--- config.mk ---
export PLATFORM = sky130hd
export DESIGN_NAME = rice_residual_unfold
export DESIGN_NICKNAME = d
export VERILOG_FILES = /design/src/rtl/flac_pkg.sv /design/src/rtl/rice_res_fifo.sv /design/src/rtl/rice_residual_unfold.sv
export SDC_FILE = /design/constraint.sdc
export NUM_CORES = 1
export LEC_CHECK = 0
export ABC_CLOCK_PERIOD_IN_PS = 6240
export CORE_MARGIN = 2
export CORE_UTILIZATION = 30
export CTS_CLUSTER_DIAMETER = 50
export CTS_CLUSTER_SIZE = 20
export DETAILED_ROUTE_END_ITERATION = 12
export HOLD_SLACK_MARGIN = 0.06
export PLACE_DENSITY = 0.57
export SYNTH_ARGS = -nofsm -noshare
export SYNTH_HDL_FRONTEND = slang
export SYNTH_SLANG_ARGS = --single-unit
--- constraint.sdc ---
create_clock -name iClk -period 6.24 [get_ports iClk]
set_clock_uncertainty 0.2 [all_clocks]
set_input_delay 1.248 -clock iClk [delete_from_list [all_inputs] [get_ports iClk]]
set_output_delay 1.248 -clock iClk [all_outputs]
set_load 0.02 [all_outputs]
--- src/rtl/flac_pkg.sv ---
// Shared widths, FSM encoding and output-FIFO entry layout for the residual stage.
package flac_pkg;

    localparam int unsigned MSB_W   = 16;
    localparam int unsigned LSB_W   = 16;
    localparam int unsigned K_W     = 4;
    localparam int unsigned OUT_W   = 32;
    localparam int unsigned BS_W    = 16;
    localparam int unsigned PIDX_W  = 16;
    localparam int unsigned ENTRY_W = OUT_W + 2;

    localparam logic [1:0] ST_IDLE  = 2'd0;
    localparam logic [1:0] ST_RUN   = 2'd1;
    localparam logic [1:0] ST_DRAIN = 2'd2;

    typedef struct packed {
        logic [OUT_W-1:0] residual;
        logic             part_end;
        logic             block_end;
    } fifo_entry_t;

    // Zig-zag unfold: even u -> u/2, odd u -> -(u+1)/2.
    function automatic logic [OUT_W-1:0] zigzag_unfold(input logic [OUT_W-1:0] u);
        return (u >> 1) ^ {OUT_W{u[0]}};
    endfunction

endpackage

--- src/rtl/rice_res_fifo.sv ---
// Synchronous show-ahead FIFO; a push into a full FIFO without a pop is dropped.
module rice_res_fifo
    import flac_pkg::*;
#(
    parameter int unsigned DEPTH = 4
) (
    input  logic               i_clk,
    input  logic               i_rst,
    input  logic               i_push,
    input  logic [ENTRY_W-1:0] i_wr_data,
    input  logic               i_pop,
    output logic [ENTRY_W-1:0] o_head_c,
    output logic               o_empty_c,
    output logic               o_drop_c
);

    localparam int unsigned AW = (DEPTH > 1) ? $clog2(DEPTH) : 1;
    localparam int unsigned CW = $clog2(DEPTH + 1);

    logic [ENTRY_W-1:0] r_mem [DEPTH];
    logic [AW-1:0]      r_wr_ptr;
    logic [AW-1:0]      r_rd_ptr;
    logic [CW-1:0]      r_count;
    logic               w_full;
    logic               w_pop;
    logic               w_wr;

    assign w_full    = (r_count == CW'(DEPTH));
    assign o_empty_c = (r_count == '0);
    assign w_pop     = i_pop & ~o_empty_c;
    assign w_wr      = i_push & (~w_full | w_pop);
    assign o_drop_c  = i_push & w_full & ~w_pop;
    assign o_head_c  = o_empty_c ? '0 : r_mem[r_rd_ptr];

    // Storage write; contents need no reset since the head is masked when empty.
    always_ff @(posedge i_clk) begin
        if (w_wr) begin
            r_mem[r_wr_ptr] <= i_wr_data;
        end
    end

    // Pointer and occupancy tracking.
    always_ff @(posedge i_clk) begin
        if (i_rst) begin
            r_wr_ptr <= '0;
            r_rd_ptr <= '0;
            r_count  <= '0;
        end else begin
            if (w_wr) begin
                r_wr_ptr <= r_wr_ptr + AW'(1);
            end
            if (w_pop) begin
                r_rd_ptr <= r_rd_ptr + AW'(1);
            end
            case ({w_wr, w_pop})
                2'b10:   r_count <= r_count + CW'(1);
                2'b01:   r_count <= r_count - CW'(1);
                default: r_count <= r_count;
            endcase
        end
    end

endmodule

--- src/rtl/rice_residual_unfold.sv ---
// Rice codeword -> signed residual, with partition/block tagging and an output FIFO.
module rice_residual_unfold
    import flac_pkg::*;
#(
    parameter int unsigned FIFO_DEPTH = 4
) (
    input  logic             iClk,
    input  logic             iRst,
    input  logic             iStart,
    input  logic [BS_W-1:0]  iBlockSize,
    input  logic [3:0]       iPartOrder,
    input  logic [5:0]       iPredOrder,
    input  logic [K_W-1:0]   iRiceParam,
    input  logic [MSB_W-1:0] iMSB,
    input  logic [LSB_W-1:0] iLSB,
    input  logic             iDone,
    output logic [OUT_W-1:0] oResidual,
    output logic             oValid,
    input  logic             iReady,
    output logic             oPartEnd,
    output logic             oBlockEnd,
    output logic             oParamReq,
    output logic             oOverflow,
    output logic             oBusy
);

    logic [1:0]        r_state;
    logic [1:0]        w_state_next;
    logic [BS_W-1:0]   r_part_size;
    logic [BS_W-1:0]   r_remaining;
    logic [PIDX_W-1:0] r_part_idx;
    logic [PIDX_W-1:0] r_last_part;
    logic              r_req_pend;
    logic              r_param_req;
    logic              r_overflow;

    logic              r_s1_valid;
    logic [OUT_W-1:0]  r_s1_u;
    logic              r_s1_pe;
    logic              r_s1_be;
    logic              r_s2_valid;
    fifo_entry_t       r_s2_entry;

    logic              w_start;
    logic              w_accept;
    logic [BS_W-1:0]   w_rem_dec;
    logic              w_part_end;
    logic              w_block_end;
    logic [BS_W-1:0]   w_cfg_part_size;
    logic [BS_W-1:0]   w_cfg_rem;
    logic [PIDX_W-1:0] w_cfg_last;
    logic [OUT_W-1:0]  w_mask;
    logic [OUT_W-1:0]  w_u;
    fifo_entry_t       w_head;
    logic              w_fifo_empty;
    logic              w_fifo_drop;
    logic              w_pop;

    assign w_start         = (r_state == ST_IDLE) & iStart;
    assign w_accept        = (r_state == ST_RUN) & iDone;
    assign w_rem_dec       = r_remaining - BS_W'(1);
    assign w_part_end      = w_accept & (w_rem_dec == '0);
    assign w_block_end     = w_part_end & (r_part_idx == r_last_part);
    assign w_cfg_part_size = iBlockSize >> iPartOrder;
    assign w_cfg_rem       = w_cfg_part_size - BS_W'(iPredOrder);
    assign w_cfg_last      = (PIDX_W'(1) << iPartOrder) - PIDX_W'(1);
    assign w_mask          = (OUT_W'(1) << iRiceParam) - OUT_W'(1);
    assign w_u             = (OUT_W'(iMSB) << iRiceParam) | (OUT_W'(iLSB) & w_mask);
    assign w_pop           = oValid & iReady;

    // State register.
    always_ff @(posedge iClk) begin
        if (iRst) begin
            r_state <= ST_IDLE;
        end else begin
            r_state <= w_state_next;
        end
    end

    // Next-state: drain waits for both pipeline stages and the FIFO to empty.
    always_comb begin
        w_state_next = r_state;
        case (r_state)
            ST_IDLE:  if (iStart) w_state_next = ST_RUN;
            ST_RUN:   if (w_block_end) w_state_next = ST_DRAIN;
            ST_DRAIN: if (~r_s1_valid & ~r_s2_valid & w_fifo_empty) w_state_next = ST_IDLE;
            default:  w_state_next = ST_IDLE;
        endcase
    end

    // Block configuration, partition counters and the delayed parameter request.
    always_ff @(posedge iClk) begin
        if (iRst) begin
            r_part_size <= '0;
            r_remaining <= '0;
            r_part_idx  <= '0;
            r_last_part <= '0;
            r_req_pend  <= 1'b0;
            r_param_req <= 1'b0;
        end else begin
            r_req_pend  <= 1'b0;
            r_param_req <= r_req_pend;
            if (w_start) begin
                r_part_size <= w_cfg_part_size;
                r_last_part <= w_cfg_last;
                if (w_cfg_rem == '0) begin
                    // Partition 0 is all warm-up: move straight on to partition 1.
                    r_remaining <= w_cfg_part_size;
                    r_part_idx  <= PIDX_W'(1);
                    r_req_pend  <= 1'b1;
                end else begin
                    r_remaining <= w_cfg_rem;
                    r_part_idx  <= '0;
                end
            end else if (w_accept) begin
                if (w_part_end & ~w_block_end) begin
                    r_remaining <= r_part_size;
                    r_part_idx  <= r_part_idx + PIDX_W'(1);
                    r_req_pend  <= 1'b1;
                end else begin
                    r_remaining <= w_rem_dec;
                end
            end
        end
    end

    // Two-stage datapath: merge quotient/remainder, then zig-zag unfold.
    always_ff @(posedge iClk) begin
        if (iRst) begin
            r_s1_valid <= 1'b0;
            r_s1_u     <= '0;
            r_s1_pe    <= 1'b0;
            r_s1_be    <= 1'b0;
            r_s2_valid <= 1'b0;
            r_s2_entry <= '0;
        end else begin
            r_s1_valid <= w_accept;
            if (w_accept) begin
                r_s1_u  <= w_u;
                r_s1_pe <= w_part_end;
                r_s1_be <= w_block_end;
            end
            r_s2_valid <= r_s1_valid;
            if (r_s1_valid) begin
                r_s2_entry.residual  <= zigzag_unfold(r_s1_u);
                r_s2_entry.part_end  <= r_s1_pe;
                r_s2_entry.block_end <= r_s1_be;
            end
        end
    end

    // Sticky overflow flag.
    always_ff @(posedge iClk) begin
        if (iRst) begin
            r_overflow <= 1'b0;
        end else if (w_fifo_drop) begin
            r_overflow <= 1'b1;
        end
    end

    rice_res_fifo #(
        .DEPTH     (FIFO_DEPTH)
    ) u_fifo (
        .i_clk     (iClk),
        .i_rst     (iRst),
        .i_push    (r_s2_valid),
        .i_wr_data (r_s2_entry),
        .i_pop     (w_pop),
        .o_head_c  (w_head),
        .o_empty_c (w_fifo_empty),
        .o_drop_c  (w_fifo_drop)
    );

    assign oResidual = w_head.residual;
    assign oPartEnd  = w_head.part_end;
    assign oBlockEnd = w_head.block_end;
    assign oValid    = ~w_fifo_empty;
    assign oParamReq = r_param_req;
    assign oOverflow = r_overflow;
    assign oBusy     = (r_state != ST_IDLE);

endmodule

After elaboration in Yosys (flattened, before gate mapping)
Memories as Yosys holds them, arrays and structs flattened. A register that Yosys moved wholly into a read port is not among the register bits.
Cells that the tools add are included.
Widths: inputs -> output; s select.
{"block": "word_totals", "ff_bits": 146, "mem_bits_rw": 136, "memories": 1}
{"block": "classes", "add_sub_neg": 9, "eq_ne": 9, "shifts": 4, "muxes": 22, "n_bitwise": 22, "reduce_logical": 10}
{"memory": "u_fifo.r_mem", "words": 4, "word_bits": 34, "read_ports": 1, "rd_ports_with_merged_regs": 1, "wr": 1, "line": "rice_res_fifo.sv:20", "text": "logic [ENTRY_W-1:0] r_mem [DEPTH];"}
{"operator": "$mux 16", "n": 7}
{"operator": "$mux 34", "n": 1}
{"operator": "$and 16x32->32", "n": 1}
{"operator": "$logic_not 16->1", "n": 2}
{"operator": "$or 32x32->32", "n": 1}
{"operator": "$shl 1x4->32 const A", "n": 1}
{"operator": "$shl 16x4->32", "n": 1}
{"operator": "$sub 32x2->32 const B", "n": 1}
{"operator": "$xor 31x32->32", "n": 1}
{"operator": "$add 16x1->16 const B", "n": 1}
{"operator": "$eq 16x16->1", "n": 1}
{"operator": "$shl 1x4->16 const A", "n": 1}
{"operator": "$shr 16x4->16", "n": 1}
{"operator": "$sub 16x1->16 const B", "n": 1}
{"operator": "$sub 16x2->16 const B", "n": 1}
{"operator": "$sub 16x6->16", "n": 1}
{"operator": "$and 1x1->1", "n": 12}
{"operator": "$mux 2", "n": 5}
{"operator": "$reduce_bool 2->1", "n": 4}
{"operator": "$mux 1", "n": 7}
{"operator": "$ne 2x2->1 const B", "n": 3}
{"operator": "$not 1->1", "n": 6}
{"operator": "$pmux 2 s3", "n": 1}
{"operator": "$pmux 3 s2", "n": 1}
{"operator": "11 further kinds", "n": 14}

Logic depth before layout (Yosys ltp)
Gate-level depths: netlist of the first run.
{"block": "logic_depth", "word_depth": 9, "mapped_depth": 18, "depth_no_buf": 15}

Hierarchy
Synthesis of the first run repeated with hierarchy kept, for this count alone.
{"block": "hier_totals", "cells_unflattened": 1341, "hier_area_um2": 14251.2}
{"module": "rice_residual_unfold", "n_inst": 1, "cells_each": 1072, "area_each_um2": 8531.9, "seq_area_each_um2": 2742.6}
{"module": "rice_res_fifo", "n_inst": 1, "cells_each": 269, "area_each_um2": 5719.2, "seq_area_each_um2": 4264.1}

Least setup slack after synthesis of the first run
No wires, ideal clock.
{"block": "synth_timing", "kind": "input to register", "start": "in iPartOrder[1]", "end": "reg r_remaining[4]", "setup_time_ps": 96, "arrival_ps": 5010, "t_required_ps": 5944, "slack_ps": 934, "cell_stages": 17, "path_cell_list": "buf_6 buf_6 clkbuf_1 mux2i_1 mux4_2 mux2i_1 inv_1 ha_1 fa_1 nor2b_1 o2111a_1 nor3_1 xnor2_1 or4b_4 a2111oi_4 nand3_2 o41ai_2"}
{"block": "synth_via", "elab_chain_len": 5}
{"element": "start: declaration", "line": "rice_residual_unfold.sv:11", "text": "input logic [3:0] iPartOrder,"}
{"element": "$shr 16x4->16 *", "line": "rice_residual_unfold.sv:64", "text": "assign w_cfg_part_size = iBlockSize >> iPartOrder;"}
{"element": "$sub 16x6->16", "line": "rice_residual_unfold.sv:65", "text": "assign w_cfg_rem = w_cfg_part_size - BS_W'(iPredOrder);"}
{"element": "$logic_not 16->1", "line": "rice_residual_unfold.sv:106", "text": "if (w_cfg_rem == '0) begin"}
{"element": "$mux 16 *", "line": "rice_residual_unfold.sv:106"}
{"element": "$mux 16 *", "line": "rice_residual_unfold.sv:103", "text": "if (w_start) begin"}
{"element": "end signal: assignment", "line": "rice_residual_unfold.sv:108", "text": "r_remaining <= w_cfg_part_size;"}
{"element": "end signal: assignment", "line": "rice_residual_unfold.sv:112", "text": "r_remaining <= w_cfg_rem;"}
{"element": "end signal: assignment", "line": "rice_residual_unfold.sv:117", "text": "r_remaining <= r_part_size;"}
{"element": "end: declaration", "line": "rice_residual_unfold.sv:30", "text": "logic [BS_W-1:0] r_remaining;"}
Mark *: on every way between the ends. The rest lies on a longest branch, timed or not.
A chain may end at the register's enable or synchronous reset.

Worst setup path in the final report of the first run
{"block": "layout_timing", "start": "in iPartOrder[1]", "end": "reg r_remaining[2]"}
The elaborated chain is that of the path after synthesis.

==> summary.md, run 1 <==
The die is 220 um tall. Startpoint kind of the worst setup timing path: a primary input. After synthesis, the most frequently instantiated cells are nor2_1, dfxtp_1, edfxtp_1.

For this run, the post-layout net count is 1,480. The mean cell area of the mapped netlist was 10.4 sq um; the final critical-path required period was 5.45 ns. Row generation in the floorplan step produced 79 rows. After synthesis the cells add up to 14,000 sq um. After filler insertion, the fill cell instance count of the layout stands at 4,682.

The fraction of registers with async set/reset came out at 0. The tools report the overall power consumption as 0.00439 W. The final critical-path share of the clock period was 0.873; the summed area of non-filler cells in the final layout was 16,500 sq um. HPWL after detailed placement: 23.5 mm. The biggest area contributor in the post-synthesis netlist is edfxtp_1.

Port buffering added 103 buffers. The number of slew-limit violations in the final report was 0; the synthesized netlist net count was 1,424. The power per standard cell area is 267 nW/um^2, and the via-per-instance ratio is 5.00.

Data arrives at the worst endpoint at 5.70 ns. After synthesis, the netlist uses 83 different library cells. Clock latency on the worst-skew pair, taken at its later pin, is 0.54 ns.

At the pin with the least slew margin, the transition time is 1.20 ns. The most frequent cell after synthesis was nor2_1. The tools report the antenna diode instance count as 0. The share of the synthesized area in compound gates (AO/OA/AOI/OAI) is 0.126, and the first-pass GRT wire length is 54.0 mm.

The number of global-route vias before repair was 9,770. The simple logic cell fraction of the synthesized area is 0.165, and the CTS buffer count is 28. The run gives 1 as the number of levels the H-tree was split into.

105 I/O pins were placed. Across the VDD grid, the largest voltage drop is 0.206 mV. Yosys attributes the largest share of cell area to edfxtp_1, dfxtp_1, mux4_2. The tools report the global-route usage over all layers as 0.139. After clock tree synthesis, the repair step resized 0 gates. The worst setup path is captured at a flop.

After the first detailed-routing iteration, the DRC count stood at 692. The initial antenna violation count is 0, and the standard cell area after detailed placement is 15,500 sq um. The run gives 86 as the maximum number of pins on one net before global-route repair. Setup repair after global routing left no endpoint under its margin. Compared with the post-synthesis result, the final layout area differs by 18.0%.

The tools report the final critical-path setup slack as 0.793 ns. Number of flip-flops and latches in the synthesized netlist: 278. The area share of xor/xnor cells in the synthesized design came out at 0.0564. The top fanout value on the critical path was 35.

The sequential element share of the synthesized area was 0.493. The type of the worst min-delay path is flop to flop. First-pass iteration count of the detailed router: 5.

The max-cap violation count is 0, and the synthesized-area fraction occupied by adder cells is 0.0172. Counting every instance in the synthesized netlist gives 1,339. After clock tree synthesis, the clock-pin slew on the worst setup and hold paths is 0.07 ns.

The run gives 33.7 mm as the aggregate routed wire length. The post-CTS setup-driven buffer insertion count is 0, and the floorplan core area is 46,300 sq um. The count of placed standard cells in the final layout, fillers left out came out at 2,024. The effective utilization at floorplan is 0.302. The number of endpoints with negative hold slack in the final report was 0; the hold buffer count at CTS was 0. The worst slew margin relative to its limit is 0.202, and the warning count from the yosys run is 0.

The flow ran to the end, and the final reports show no timing, DRC or antenna violations. Setup violations remaining at the end of the flow were counted as 0. The logs give 0 for the count of nets left with antenna violations after detail routing and 278 for the clock sink count. The number of enable-type register cells in the synthesized netlist was 132; the maximum root-to-sink buffer count was 3.

The start-to-end type of the worst setup path is primary input to flop. Summed over all cells, the static leakage comes to 5.51 nW. The multiplexer fraction of the synthesized cell area is 0.102, and the total die area is 48,300 sq um. The dominant register cell in the synthesized netlist is dfxtp_1. The number of placed instances, taps included, is 1,972. The top achievable clock speed is 184 MHz. Setup total negative slack on the finished layout was measured at 0 ns. The floorplan die width works out to 220 um.

The largest family of logic cells by synthesized area was simple AND/OR/NAND/NOR gates. The routed layout has 10,100 vias. For the worst setup path, the data required time is 6.50 ns.

Detailed-route wire length per cell: 16.6 um. The top cell type's share of synthesized area works out to 0.284. The tools report the weighted congestion at the end of routability-driven global placement as 0.889.

In the routed design, unresolved DRC markers number 0. TritonCTS built the clock tree. The share of final-layout standard cells stronger than drive strength 1 works out to 0.111.

Clock tree synthesis selected as its root buffer the cell clkbuf_16. Worst slack at placement: 0.319 ns. Global routing finished with a remaining overflow of 0.
==> through the flow <==
step                 util  hold slack [ns]
finish              0.356            0.238
global placement    0.336            0.234
floorplan               -            0.214
CTS                 0.356            0.244
detailed placement  0.336            0.232
global route        0.356            0.256
==> metal layers <==
metal  track usage  part of all wire  vias to the layer above
met4        0.0306             0.021                        0
li1              -                 -                     5014
met1         0.190              0.46                     4861
met5             0                 0                        -
met2         0.238              0.48                      194
met3        0.0148             0.036                       50
==> where the power goes <==
part           total, W  internal (W)  switching, W
registers       0.00202       0.00195     0.0000672
clock network   0.00167      0.000909      0.000756
logic          0.000707      0.000316      0.000390
==> flip-flops by register name, indices dropped and copies added (netlist names), 2 cells and up, named ones only <==
signal / flops
r_remaining: 16
u_fifo.r_rd_ptr: 2
r_s1_u: 31
r_part_size: 16
u_fifo.r_count: 3
r_last_part: 16
r_part_idx: 16
r_state: 2
u_fifo.r_wr_ptr: 2
r_s2_entry: 33
u_fifo.r_mem: 132
==> cells by family after synthesis <==
group	count (synthesis)
AND/OR/NAND/NOR	472
buffers and inverters	140
XOR/XNOR	90
flip-flops	278
multiplexers	85
adder cells (fa/ha/maj)	18
AO/OA/AOI/OAI	256
==> cell usage in the layout, fill, tap and decap left out, types with 13 or more instances in the layout <==
master,n
nand2_1,114
mux2i_1,30
nand3_1,21
xnor2_1,64
or3_1,13
buf_4,28
dfxtp_1,143
nor3_1,30
a211oi_1,64
nand4_1,20
o21ai_0,37
and2_1,44
clkbuf_16,28
clkdlybuf4s50_1,102
ha_1,16
edfxtp_1,132
a21oi_1,59
mux4_2,43
inv_1,35
o211ai_1,15
xor2_1,26
nor2_1,159
==> final timing paths <==
kind	startpoint	to	slack (ns)	depth (start not counted)
setup reg to reg	r_remaining[0]$_SDFFE_PP0P_	r_part_idx[0]$_SDFFE_PP0P_	2.30	11
hold / removal	r_req_pend$_SDFF_PP0_	oParamReq$_SDFF_PP0_	0.24	1
setup / recovery	iPartOrder[1]	r_remaining[2]$_SDFFE_PP0P_	0.79	17
hold reg to reg	r_req_pend$_SDFF_PP0_	oParamReq$_SDFF_PP0_	0.24	1
==> critical path, cell delays in order <==
cell and delay [ns]:
clkdlybuf4s50_1 0.50, buf_12 0.22, mux2i_1 0.19, mux4_2 0.53
mux2i_1 0.25, buf_4 0.18, inv_1 0.04, ha_1 0.20
fa_1 0.40, nor2b_1 0.18, o2111a_1 0.23, nor3_1 0.07
xnor2_1 0.14, or4b_4 0.55, a2111oi_4 0.32, nand3_1 0.22
o211ai_1 0.23
==> area by class of cell <==
cell class,instances,area [sq um],share of cell area
clock buffer,30,718,0.0436
clock inverter,22,218,0.0132
inverter,35,131,0.00797
multi-input combinational,921,6510,0.395
sequential,278,6890,0.418
tap,607,759,0.0461
timing repair buffer,131,1250,0.0759
Note: power is estimated with default switching activity, not from simulation.
==> inputs of run 2 (changes only) <==
- CORE_UTILIZATION: 30 -> 25
- PLACE_DENSITY: 0.57 -> 0.4
==> summary.md, run 2 (synthesized netlist as in run 1, its figures left out) <==
Detailed-route wire length per cell: 17.4 um (+4.4%). The sequential share of power came out at 0.420 (-0.040). The number of levels the H-tree was split into was 2 (+1).

The start-to-end type of the worst setup path was primary input to flop. Launching point of the worst reg2reg path: r_remaining[0]$_SDFFE_PP0P_. The floorplan die width works out to 240 um (+9.4%). The cell sitting at the root of the clock tree is a clkbuf_16.

The count of placed standard cells in the final layout, fillers left out is 2,180 (+7.7%). For the max-cap violation count, the log shows 0 (unchanged). The final setup violation count was 0 (unchanged); the number of cells on the worst reg-to-reg path was 11 (unchanged).

The worst hold path terminates at r_part_size[3]$_SDFFE_PP0P_. Effective utilization at floorplan: 0.253 (-0.0489). The run gives 0.147 mV (-29%) as the largest voltage drop on the vdd net. The switching power share of the total works out to 0.282 (+0.00566). Leaving out fill and tap cells, the most frequent cell in the layout is nor2_1. The run gives 0.792 (-11%) as the weighted congestion at the end of routability-driven global placement. The largest registers in the layout are u_fifo.r_mem (132), r_s2_entry (33), r_s1_u (31).

The run gives 0 (unchanged) as the total global routing overflow. The largest individual stage delay along the critical path comes from the cell or4b_4. The routed via count is 10,200 (+0.59%). For the combinational share of power, the log shows 0.150 (-0.011).

Count of nets left with antenna violations after detail routing: 0 (unchanged). Row count: 86 (+8.9%). The final critical-path share of the clock period is 0.867 (-0.00595), and the internal portion of total power is 0.00346 W (+8.9%).

The total die area is 57,800 sq um (+20%). The stage delay of the slowest cell on the critical path was 0.56 ns (about the same); the net switching power of the design was 0.00136 W (+12%). The top fanout value on the critical path works out to 35 (unchanged).

The min-delay analysis places its worst path in the category flop to flop. In the layout the commonest cells are nor2_1, dfxtp_1, edfxtp_1, nand2_1, clkdlybuf4s50_1. The nature of the critical path endpoint is a flop. In this run the critical register-to-register path is captured at r_remaining[6]$_SDFFE_PP0P_. The vertical extent of the die came out at 240 um (+9.4%).

The instance count after placement with tap cells included was 2,116 (+7.3%); the CTS buffer count was 34 (+21%). The run gives 1,489 (+0.61%) as the final net count. The final critical-path required period is 5.41 ns (-0.0371 ns), and the clock latency of the later-clocked register in the worst-skew pair is 0.55 ns (about the same). The clock sink count was 278 (unchanged); the leakage component of the power was 5.65 nW (+2.5%).

Setup TNS after final layout: 0 ns (unchanged). The worst slew margin relative to its limit is 0.309 (+0.107), and the first-pass iteration count of the detailed router is 5 (unchanged). The required time reported for the critical path endpoint was 6.50 ns (about the same); the via-per-instance ratio was 4.67 (-6.6%). Counting flops per register, the top entry is u_fifo.r_mem.

The buffers plus inverters on the worst setup path is 4 (unchanged), and the register-to-register setup slack is 2.87 ns (+0.57 ns). The flip-flop count of the largest register, all copies and words added was 132 (unchanged). Worst hold path stage count: 2 (+1).

Number of violations reported at the end of detailed-routing iteration 0: 572 (-17%). The hold buffer count at CTS came out at 0 (unchanged). The run finished with clean final reports. The tools report the maximum number of pins on one net before global-route repair as 89 (+3.5%). The final-layout worst hold slack was 0.253 ns (+0.0156 ns); the first-pass GRT wire length was 58.7 mm (+8.7%). Compared with the post-synthesis result, the final layout area differs by 21.3%.

The run gives 105 (unchanged) as the I/O pin count. The maximum root-to-sink buffer count came out at 3 (unchanged). The number of global-route vias before repair was 9,903 (+1.4%). The cell family contributing the most delay on the critical path is simple AND/OR/NAND/NOR gates.

The aggregate routed wire length is 37.8 mm (+12%), and the post-CTS setup-driven buffer insertion count is 0 (unchanged). The power per standard cell area came out at 285 nW/um^2 (+6.8%). The tools report the startpoint kind of the worst setup timing path as a primary input. The worst hold path begins at r_part_size[3]$_SDFFE_PP0P_.

The clock input transition at the sequential cells of the worst setup and hold paths is 0.06 ns (about the same). The initial antenna violation count came out at 6 (+6). The number of buffer cells added on primary ports was 103 (unchanged); the share of final-layout standard cells stronger than drive strength 1 was 0.120 (+0.00878). The most numerous cell type found on the critical path is mux2i_1. The run gives 185 MHz (+0.69%) as the top achievable clock speed.

The logs give 0 (unchanged) for the number of slew-limit violations in the final report and 0.131 (-0.00813) for the global-route usage over all layers. The DRC violation count after routing is 0 (unchanged), and the data arrival time of the critical path is 5.67 ns (-0.03 ns). Setup repair after global routing left no endpoint under its margin. The number of gates resized after CTS was 0 (unchanged); the clock share of power was 0.430 (+0.051). The actual slew at the worst max-slew pin is 1.04 ns (-0.160 ns).

The HPWL after detailed placement came out at 26.2 mm (+11%). The tools report the number of endpoints with negative hold slack in the final report as 0 (unchanged). TritonCTS built the clock tree. The tools report the floorplan core area as 55,200 sq um (+19%).

The signal on the critical path passes through clkdlybuf4s50_1 > buf_12 > mux2i_1 > mux4_2 > mux2i_1 > buf_4 > inv_1 > ha_1 > fa_1 > nor2b_1 > o2111a_1 > nor3_1 > xnor2_1 > or4b_4 > a2111oi_4 > nand4_1 > a21oi_1.
==> run 2: how the worst max path moves through the flow <==
stage                  startpoint                     endpoint  cells past startpoint
floorplan           iPartOrder[1]  r_remaining[4]$_SDFFE_PP0P_                     17
global placement    iPartOrder[1]        r_req_pend$_SDFF_PP0_                     17
CTS                 iPartOrder[0]        r_req_pend$_SDFF_PP0_                     16
finish              iPartOrder[1]        r_req_pend$_SDFF_PP0_                     17
detailed placement  iPartOrder[0]        r_req_pend$_SDFF_PP0_                     16
global route        iPartOrder[0]        r_req_pend$_SDFF_PP0_                     16
==> run 2: layout make-up <==
type                       count  area [sq um]
fill                        5681         38300
inverter                      35           131
multi-input combinational    921          6510
sequential                   278          6890
tap                          748           936
antenna                        2          5.00
clock inverter                26           323
clock buffer                  36           868
timing repair buffer         134          1270
==> run 2: metal layers <==
layer | GRT usage | wire (um) | vias to the layer above
li1 | - | - | 5034
met1 | 0.185 | 18800 | 4916
met2 | 0.204 | 16700 | 173
met3 | 0.0280 | 1630 | 48
met4 | 0.0322 | 707 | 8
met5 | 0 | 47 | -
==> run 2: power groups by stage <==
stage	sequential, W	clock, W	combinational (W)
floorplan	0.00203	0	0.000517
global route	0.00203	0.00222	0.000797
CTS	0.00203	0.00214	0.000732
global placement	0.00206	0	0.000728
detailed placement	0.00207	0	0.000728
finish	0.00202	0.00208	0.000723
==> run 2: per-stage QoR <==
| step | setup slack, ns | utilization | power [W] | instance area (sq um) |
|---|---|---|---|---|
| 2_1_floorplan | 0.934 | - | 0.00254 | 14000 |
| 3_3_place_gp | 0.252 | 0.285 | 0.00279 | 15700 |
| 3_5_place_dp | 0.257 | 0.285 | 0.00279 | 15700 |
| 4_1_cts | 0.804 | 0.307 | 0.00490 | 16900 |
| 5_1_grt | 0.516 | 0.307 | 0.00505 | 16900 |
| 6_report | 0.830 | 0.307 | 0.00482 | 16900 |
==> run 2: worst register-to-register path: stages (launching register included) <==
cell and delay (ns):
dfxtp_1 0.36, inv_1 0.10, ha_1 0.25, or4b_1 0.63
nor4b_1 0.30, o21ai_1 0.13, a211oi_1 0.21, and4bb_1 0.20
buf_4 0.38, a21oi_1 0.13, o32ai_1 0.27, o21bai_1 0.14
